==> src/rtl/layer_sequencer.sv <==
// ============================================================================
// Module  : layer_sequencer
// Brief   : Frame-level sequencer stepping the CNN through its compute stages
//           with guard delay, stage handshake and per-stage timeout.
// Revision: 1.0
// ============================================================================
`default_nettype none

module layer_sequencer #(
    parameter int STATE_DATAWIDTH = 4,
    parameter int RESET           = 0,
    parameter int IDLE            = 1,
    parameter int CONV1_1_STATE   = 2,
    parameter int CONV1_2_STATE   = 3,
    parameter int AVG_POOL1       = 4,
    parameter int CONV2_1_STATE   = 5,
    parameter int CONV2_2_STATE   = 6,
    parameter int AVG_POOL2       = 7,
    parameter int CONV3_1_STATE   = 8,
    parameter int CONV3_2_STATE   = 9,
    parameter int AVG_POOL3       = 10,
    parameter int FC_STATE        = 11,
    parameter int JUDGE           = 12,
    parameter int GUARD_CYCLES    = 4,
    parameter int TIMEOUT_CYCLES  = 1048575
) (
    input  logic                       clk,
    input  logic                       rst,
    input  logic                       start,
    input  logic                       PS_BRAM_busy,
    input  logic                       stage_done,
    input  logic                       judge_result,
    output logic [STATE_DATAWIDTH-1:0] State,
    output logic                       stage_start,
    output logic                       busy,
    output logic                       frame_done,
    output logic                       human_detected,
    output logic                       timeout_err
);

    typedef enum logic [STATE_DATAWIDTH-1:0] {
        ST_RESET   = STATE_DATAWIDTH'(RESET),
        ST_IDLE    = STATE_DATAWIDTH'(IDLE),
        ST_CONV1_1 = STATE_DATAWIDTH'(CONV1_1_STATE),
        ST_CONV1_2 = STATE_DATAWIDTH'(CONV1_2_STATE),
        ST_POOL1   = STATE_DATAWIDTH'(AVG_POOL1),
        ST_CONV2_1 = STATE_DATAWIDTH'(CONV2_1_STATE),
        ST_CONV2_2 = STATE_DATAWIDTH'(CONV2_2_STATE),
        ST_POOL2   = STATE_DATAWIDTH'(AVG_POOL2),
        ST_CONV3_1 = STATE_DATAWIDTH'(CONV3_1_STATE),
        ST_CONV3_2 = STATE_DATAWIDTH'(CONV3_2_STATE),
        ST_POOL3   = STATE_DATAWIDTH'(AVG_POOL3),
        ST_FC      = STATE_DATAWIDTH'(FC_STATE),
        ST_JUDGE   = STATE_DATAWIDTH'(JUDGE)
    } state_t;

    localparam int              c_gw             = (GUARD_CYCLES > 2) ? $clog2(GUARD_CYCLES) : 1;
    localparam logic [c_gw-1:0] c_guard_load     = (GUARD_CYCLES > 0) ? c_gw'(GUARD_CYCLES - 1) : '0;
    localparam logic [19:0]     c_tmo_last       = (TIMEOUT_CYCLES > 0) ? 20'(TIMEOUT_CYCLES - 1) : '0;
    localparam logic            c_start_on_entry = (GUARD_CYCLES == 0);

    state_t            r_state,  w_state_nxt;
    logic [c_gw-1:0]   r_guard,  w_guard_nxt;
    logic              r_started, w_started_nxt;
    logic [19:0]       r_tmo,    w_tmo_nxt;
    logic              r_stage_start, w_stage_start_nxt;
    logic              r_busy,   w_busy_nxt;
    logic              r_frame_done, w_frame_done_nxt;
    logic              r_human,  w_human_nxt;
    logic              r_timeout, w_timeout_nxt;
    logic              w_enter;
    state_t            w_enter_state;

    function automatic state_t next_stage(input state_t s);
        case (s)
            ST_CONV1_1: next_stage = ST_CONV1_2;
            ST_CONV1_2: next_stage = ST_POOL1;
            ST_POOL1:   next_stage = ST_CONV2_1;
            ST_CONV2_1: next_stage = ST_CONV2_2;
            ST_CONV2_2: next_stage = ST_POOL2;
            ST_POOL2:   next_stage = ST_CONV3_1;
            ST_CONV3_1: next_stage = ST_CONV3_2;
            ST_CONV3_2: next_stage = ST_POOL3;
            ST_POOL3:   next_stage = ST_FC;
            ST_FC:      next_stage = ST_JUDGE;
            default:    next_stage = ST_IDLE;
        endcase
    endfunction

    always_comb begin
        w_state_nxt       = r_state;
        w_guard_nxt       = r_guard;
        w_started_nxt     = r_started;
        w_tmo_nxt         = r_tmo;
        w_stage_start_nxt = 1'b0;
        w_frame_done_nxt  = 1'b0;
        w_timeout_nxt     = 1'b0;
        w_human_nxt       = r_human;
        w_enter           = 1'b0;
        w_enter_state     = ST_IDLE;

        case (r_state)
            ST_RESET: begin
                w_state_nxt   = ST_IDLE;
                w_started_nxt = 1'b0;
            end
            ST_IDLE: begin
                if (start && !PS_BRAM_busy) begin
                    w_enter       = 1'b1;
                    w_enter_state = ST_CONV1_1;
                end
            end
            ST_CONV1_1, ST_CONV1_2, ST_POOL1, ST_CONV2_1, ST_CONV2_2, ST_POOL2,
            ST_CONV3_1, ST_CONV3_2, ST_POOL3, ST_FC, ST_JUDGE: begin
                if (!r_started) begin
                    // Guard window: stage_done is deliberately not looked at here.
                    if (r_guard == '0) begin
                        w_stage_start_nxt = 1'b1;
                        w_started_nxt     = 1'b1;
                        w_tmo_nxt         = '0;
                    end else begin
                        w_guard_nxt = r_guard - c_gw'(1);
                    end
                end else if (stage_done) begin
                    if (r_state == ST_JUDGE) begin
                        w_state_nxt      = ST_IDLE;
                        w_human_nxt      = judge_result;
                        w_frame_done_nxt = 1'b1;
                        w_started_nxt    = 1'b0;
                    end else begin
                        w_enter       = 1'b1;
                        w_enter_state = next_stage(r_state);
                    end
                end else if (r_tmo == c_tmo_last) begin
                    w_timeout_nxt = 1'b1;
                    w_state_nxt   = ST_IDLE;
                    w_started_nxt = 1'b0;
                    w_tmo_nxt     = '0;
                end else begin
                    w_tmo_nxt = r_tmo + 20'd1;
                end
            end
            default: begin
                w_state_nxt   = ST_IDLE;
                w_started_nxt = 1'b0;
            end
        endcase

        // A zero guard launches the stage on the very edge that enters it.
        if (w_enter) begin
            w_state_nxt       = w_enter_state;
            w_guard_nxt       = c_guard_load;
            w_started_nxt     = c_start_on_entry;
            w_stage_start_nxt = c_start_on_entry;
            w_tmo_nxt         = '0;
        end

        w_busy_nxt = (w_state_nxt != ST_IDLE) && (w_state_nxt != ST_RESET);
    end

    always_ff @(posedge clk) begin
        if (rst) begin
            r_state       <= ST_RESET;
            r_guard       <= '0;
            r_started     <= 1'b0;
            r_tmo         <= '0;
            r_stage_start <= 1'b0;
            r_busy        <= 1'b0;
            r_frame_done  <= 1'b0;
            r_human       <= 1'b0;
            r_timeout     <= 1'b0;
        end else begin
            r_state       <= w_state_nxt;
            r_guard       <= w_guard_nxt;
            r_started     <= w_started_nxt;
            r_tmo         <= w_tmo_nxt;
            r_stage_start <= w_stage_start_nxt;
            r_busy        <= w_busy_nxt;
            r_frame_done  <= w_frame_done_nxt;
            r_human       <= w_human_nxt;
            r_timeout     <= w_timeout_nxt;
        end
    end

    assign State          = r_state;
    assign stage_start    = r_stage_start;
    assign busy           = r_busy;
    assign frame_done     = r_frame_done;
    assign human_detected = r_human;
    assign timeout_err    = r_timeout;

endmodule

`default_nettype wire

==> config.mk <==
export PLATFORM = sky130hd
export DESIGN_NAME = layer_sequencer
export DESIGN_NICKNAME = d
export VERILOG_FILES = /design/src/rtl/layer_sequencer.sv
export SDC_FILE = /design/constraint.sdc
export NUM_CORES = 1
export LEC_CHECK = 0
export ABC_AREA = 1
export CORE_MARGIN = 8
export CORE_UTILIZATION = 25
export DETAILED_ROUTE_END_ITERATION = 8
export MAX_ROUTING_LAYER = met4
export PLACE_DENSITY = 0.44
export SKIP_LAST_GASP = 1
export SYNTH_ARGS = -nofsm -noshare
export SYNTH_HDL_FRONTEND = slang
export SYNTH_SLANG_ARGS = --single-unit
==> constraint.sdc <==
create_clock -name clk -period 6 [get_ports clk]
set_clock_uncertainty 0.1 [all_clocks]
set_input_delay 1.5 -clock clk [delete_from_list [all_inputs] [get_ports clk]]
set_output_delay 1.5 -clock clk [all_outputs]
set_load 0.1 [all_outputs]
-- Yosys cells after proc, flatten, opt, wreduce, memory -nomap -nowiden
Memory sizes are Yosys's and may differ from the RTL's. A register that Yosys moved wholly into a read port is not among the register bits.
Index checks and enable logic that the tools add are counted.
- flip-flop bits (word level): 32
- bits in latches: 0
- memory bits (writable): 0
- bits in read-only memories: 64
- input bits: 6
- memories kept: 1
- $add $sub $neg: 2
- multiply operators: 0
- div/mod/pow operators: 0
- order comparisons: 0
- equality and inequality tests: 17
- shifts and indexed selects: 0
- mux-type cells: 32
- bitwise logic cells: 3
- reductions and logical operators: 15
- memory list (name ; words ; bits a word ; rd ports ; clocked after Yosys merged registers in ; write ports ; RTL line ; text):
    (name not given) ; 16 ; 4 ; 1 ; 1 ; 0 ; 75 ; case (s)
- operators by type and width (operator ; number):
    $mux W20 ; 4
    $mux W4 ; 9
    $add A20 B1 Y20 const B ; 1
    $eq A20 B20 Y1 const B ; 1
    $eq A4 B4 Y1 const B ; 5
    $eq A4 B3 Y1 const B ; 4
    $pmux W4 S2 ; 2
    $reduce_or A4 Y1 ; 3
    $reduce_or A11 Y1 ; 1
    $mux W1 ; 10
    $mux W2 ; 5
    $eq A4 B2 Y1 const B ; 2
    $reduce_and A3 Y1 ; 2
    $eq A4 B1 Y1 const B ; 1
    $ne A2 B2 Y1 const B ; 2
    $ne A4 B1 Y1 const B ; 1
    $pmux W1 S2 ; 2
    $reduce_and A4 Y1 ; 1
    $reduce_bool A2 Y1 ; 2
    $reduce_bool A4 Y1 ; 1
    $not A1 Y1 ; 3
    $logic_and A1 B1 Y1 ; 2
    $logic_not A2 Y1 ; 1
    $ne A2 B1 Y1 const B ; 1
    other kinds (3) ; 3

-- Logic depth before layout (Yosys ltp)
- depth in word-level cells: 8
- mapped depth: 18
- mapped depth without buffers: 18

-- Worst setup path after synthesis
No wires, ideal clock.
- path type: input to register
- start point: in stage_done
- end point: reg (tool-made name)
- library setup time: 0.113 ns
- arrival time: 2.854 ns
- required time: 5.787 ns
- setup slack: 2.932 ns
- stages on the path: 13
- buffers on the path: 0
- path through: nand2_1 > nor2_2 > nand2_4 > nand2_4 > inv_1 > nand4_1 > nand3_1 > nand2_1 > inv_1 > ha_1 > nand3b_1 > nand3_1 > nand2_1
- RTL lines (item ; RTL line ; text):
    start, declared ; 31 ; input logic stage_done,

-- Final worst setup path
- start point: reg r_state[3] (netlist: State[3])
- end point: out State[3]
- RTL lines (item ; RTL line ; text):
    start, declared ; 62 ; state_t r_state, w_state_nxt;
    start signal, assigned ; 173 ; r_state <= w_state_nxt;
    end, declared ; 33 ; output logic [STATE_DATAWIDTH-1:0] State,
No word-level cell between the ends.

==> results.sh <==
export IMPL_outcome="finished, final reports clean"
export IMPL_ys_types=38
export IMPL_instances_no_fill=421
export IMPL_worstSetupStartpointType="register"
export IMPL_synth_area_leader_cell="dfxtp_1"
export IMPL_power_frac_comb_pct=11.1
export IMPL_h_tree_depth=2
export IMPL_clk_pin_slew_worst_paths_ns=0.08
export IMPL_dp_hpwl_mm=3.94
export IMPL_postSynth_asyncResetShare_pct=0
export IMPL_synth_top_family_by_area="simple AND/OR/NAND/NOR gates"
export IMPL_cpPeakStageDelay_ns=1.17
export IMPL_cts_hold_buffers=0
export IMPL_clock_sinks=36
export IMPL_die_w_um=107
export IMPL_drive_gt1_share_pct=14.6
export IMPL_cp_data_arrival_time_ns=1.88
export IMPL_ant_nets=0
export IMPL_synthCells=296
export IMPL_drt_pass1_iter_count=4
export IMPL_syn_mean_instance_area_um2=7.04
export IMPL_min_delay_start="human_detected$_SDFFE_PP0P_"
export IMPL_p_seq_share_pct=50.7
export IMPL_postCtsResizedCells=0
export IMPL_synth_area_leaders="dfxtp_1 (35%), nand2_1 (12%), nor2_1 (8.5%)"
export IMPL_final_cell_mix="nand2_1 (64), nor2_1 (47), inv_1 (40)"
export IMPL_switching_power_mw=0.134
export IMPL_crit_family="buffers and inverters"
export IMPL_wl_mm=5.01
export IMPL_synthSimpleGateAreaFrac_pct=41.7
export IMPL_groute_usage_overall_pct=9.71
export IMPL_min_path_cells=2
export IMPL_synth_nets=308
export IMPL_hold_viol=0
export IMPL_syn_area_um2=2080
export IMPL_period_minus_slack_ns=3.48
export IMPL_drt_iter0_drc=48
export IMPL_setup_viol=0
export IMPL_clock_fmax_ghz=0.287
export IMPL_boundaryPins=15
export IMPL_drc_errors=0
export IMPL_synth_compound_area_share_pct=10.4
export IMPL_grt_pass1_wl_mm=8.85
export IMPL_design_area_um2=2430
export IMPL_grt_overflow_total=0
export IMPL_grt_antenna_before_repair=0
export IMPL_dp_cells=413
export IMPL_rr_startpoint="r_started$_SDFFE_PP0N_"
export IMPL_ctsLongestPathBuffers=2
export IMPL_p_int_mw=0.350
export IMPL_crit_required_ns=4.40
export IMPL_synth_edf_count=0
export IMPL_numPortBuffers=14
export IMPL_synth_adder_area_share_pct=3.60
export IMPL_initial_utilization_pct=25.6
export IMPL_grt_max_degree=19
export IMPL_grt_pass1_vias=1921
export IMPL_detail_route_vias_per_cell=4.33
export IMPL_die_h_um=107
export IMPL_row_count=33
export IMPL_crit_cells=1
export IMPL_yosys_area_top_type_share_pct=34.6
export IMPL_hp_class="reg -> reg"
export IMPL_drv_cap=0
export IMPL_timing_max_transition_violations_final=0
export IMPL_peakVddDrop_mv=0.0690
export IMPL_clkLatencyLatePin_ns=0.30
export IMPL_end_kind="primary output"
export IMPL_worst_r2r_cell_count=13
export IMPL_total_power_mw=0.484
export IMPL_synth_ff_type="dfxtp_1"
export IMPL_cts_setup_buffers=0
export IMPL_p_per_area_nw_per_um2=199
export IMPL_pwr_share_clk_pct=38.2
export IMPL_crit_chain="clkdlybuf4s50_1"
export IMPL_path_buf_inv=1
export IMPL_synth_seq_cells=36
export IMPL_final_common_cell="nand2_1"
export IMPL_cp_slowest_cell="clkdlybuf4s50_1"
export IMPL_clockRootBuffer="clkbuf_8"
export IMPL_period_share_pct=58.1
export IMPL_cts_tree="done"
export IMPL_antenna_cells=0
export IMPL_wire_per_inst_um=11.9
export IMPL_fillers=899
export IMPL_placed_area_um2=2340
export IMPL_crit_type="reg -> out"
export IMPL_core_area_um2=8130
export IMPL_gp_congestion=0.812
export IMPL_nets=327
export IMPL_synthXorXnorAreaFrac_pct=0.840
export IMPL_slew_headroom_pct=34.5
export IMPL_yosysWarnings=0
export IMPL_max_slew_worst_pin_slew_ns=0.979
export IMPL_path_max_fanout=4
export IMPL_r2r_setup_slack_ns=3.74
export IMPL_die_area_um2=11500
export IMPL_vias=1821
export IMPL_cts_buffers=5
export IMPL_p_leak_nw=0.953
export IMPL_yosysSeqAreaShare_pct=34.6
export IMPL_switching_share_pct=27.7
export IMPL_rsz0062_at_grt="no"
export IMPL_fin_tns_setup_ns=0
export IMPL_min_to="human_detected$_SDFFE_PP0P_"
export IMPL_whs_ns=0.371
export IMPL_synthMuxAreaShare_pct=0
export IMPL_area_growth_pct=16.7
## Yosys cell counts, types with 3 or more instances
cell	number
inv_1	40
nand2_1	64
nand4_1	10
nor3_2	4
nand2_4	5
o21ai_0	7
nor2_1	47
nand2_2	7
dfxtp_1	36
inv_2	4
nor2_4	3
nand3_1	18
nor2_2	3
a21oi_1	12
ha_1	6
## power by group through the flow
stage	combinational (mW)	sequential, mW	clock, mW
floorplan	0.0295	0.261	0
global placement	0.0546	0.251	0
detailed placement	0.0547	0.251	0
CTS	0.0549	0.245	0.190
global route	0.0597	0.246	0.204
finish	0.0539	0.245	0.185
## how the worst max path moves through the flow
stage	start	endpoint	slack [ns]
floorplan	stage_done	register	2.93
global placement	stage_done	register	2.30
detailed placement	stage_done	register	2.26
CTS	State[3]$_SDFF_PP0_	State[3]	2.50
global route	stage_done	register	2.36
finish	State[3]$_SDFF_PP0_	State[3]	2.52
## metrics by stage
stage          worst slack (ns)  util (%)
2_1_floorplan              2.93         -
3_3_place_gp               2.30      28.8
3_5_place_dp               2.26      28.8
4_1_cts                    2.50      29.9
5_1_grt                    2.36      29.9
6_report                   2.52      29.9
## kinds of logic after synthesis
| group | after synthesis |
|---|---|
| AO/OA/AOI/OAI | 33 |
| AND/OR/NAND/NOR | 172 |
| XOR/XNOR | 2 |
| buffers and inverters | 47 |
| adder cells (fa/ha/maj) | 6 |
| flip-flops | 36 |
## area by class of cell
class                      instances  area (um^2)  share of cell area (%)
clock buffer                       6         82.6                    3.40
clock inverter                     2         10.0                   0.412
inverter                          45          169                    6.94
multi-input combinational        213         1180                    48.5
sequential                        36          721                    29.6
tap                              105          131                    5.40
timing repair buffer              14          140                    5.76
## layer usage
metal | part of all wire [%] | global-route usage [%]
met1 | 49 | 10.9
met2 | 47 | 16.6
met3 | 3.0 | 2.57
met4 | 1.1 | 2.41
met5 | 0 | -
No activity file was read; power rests on OpenSTA's default activity.
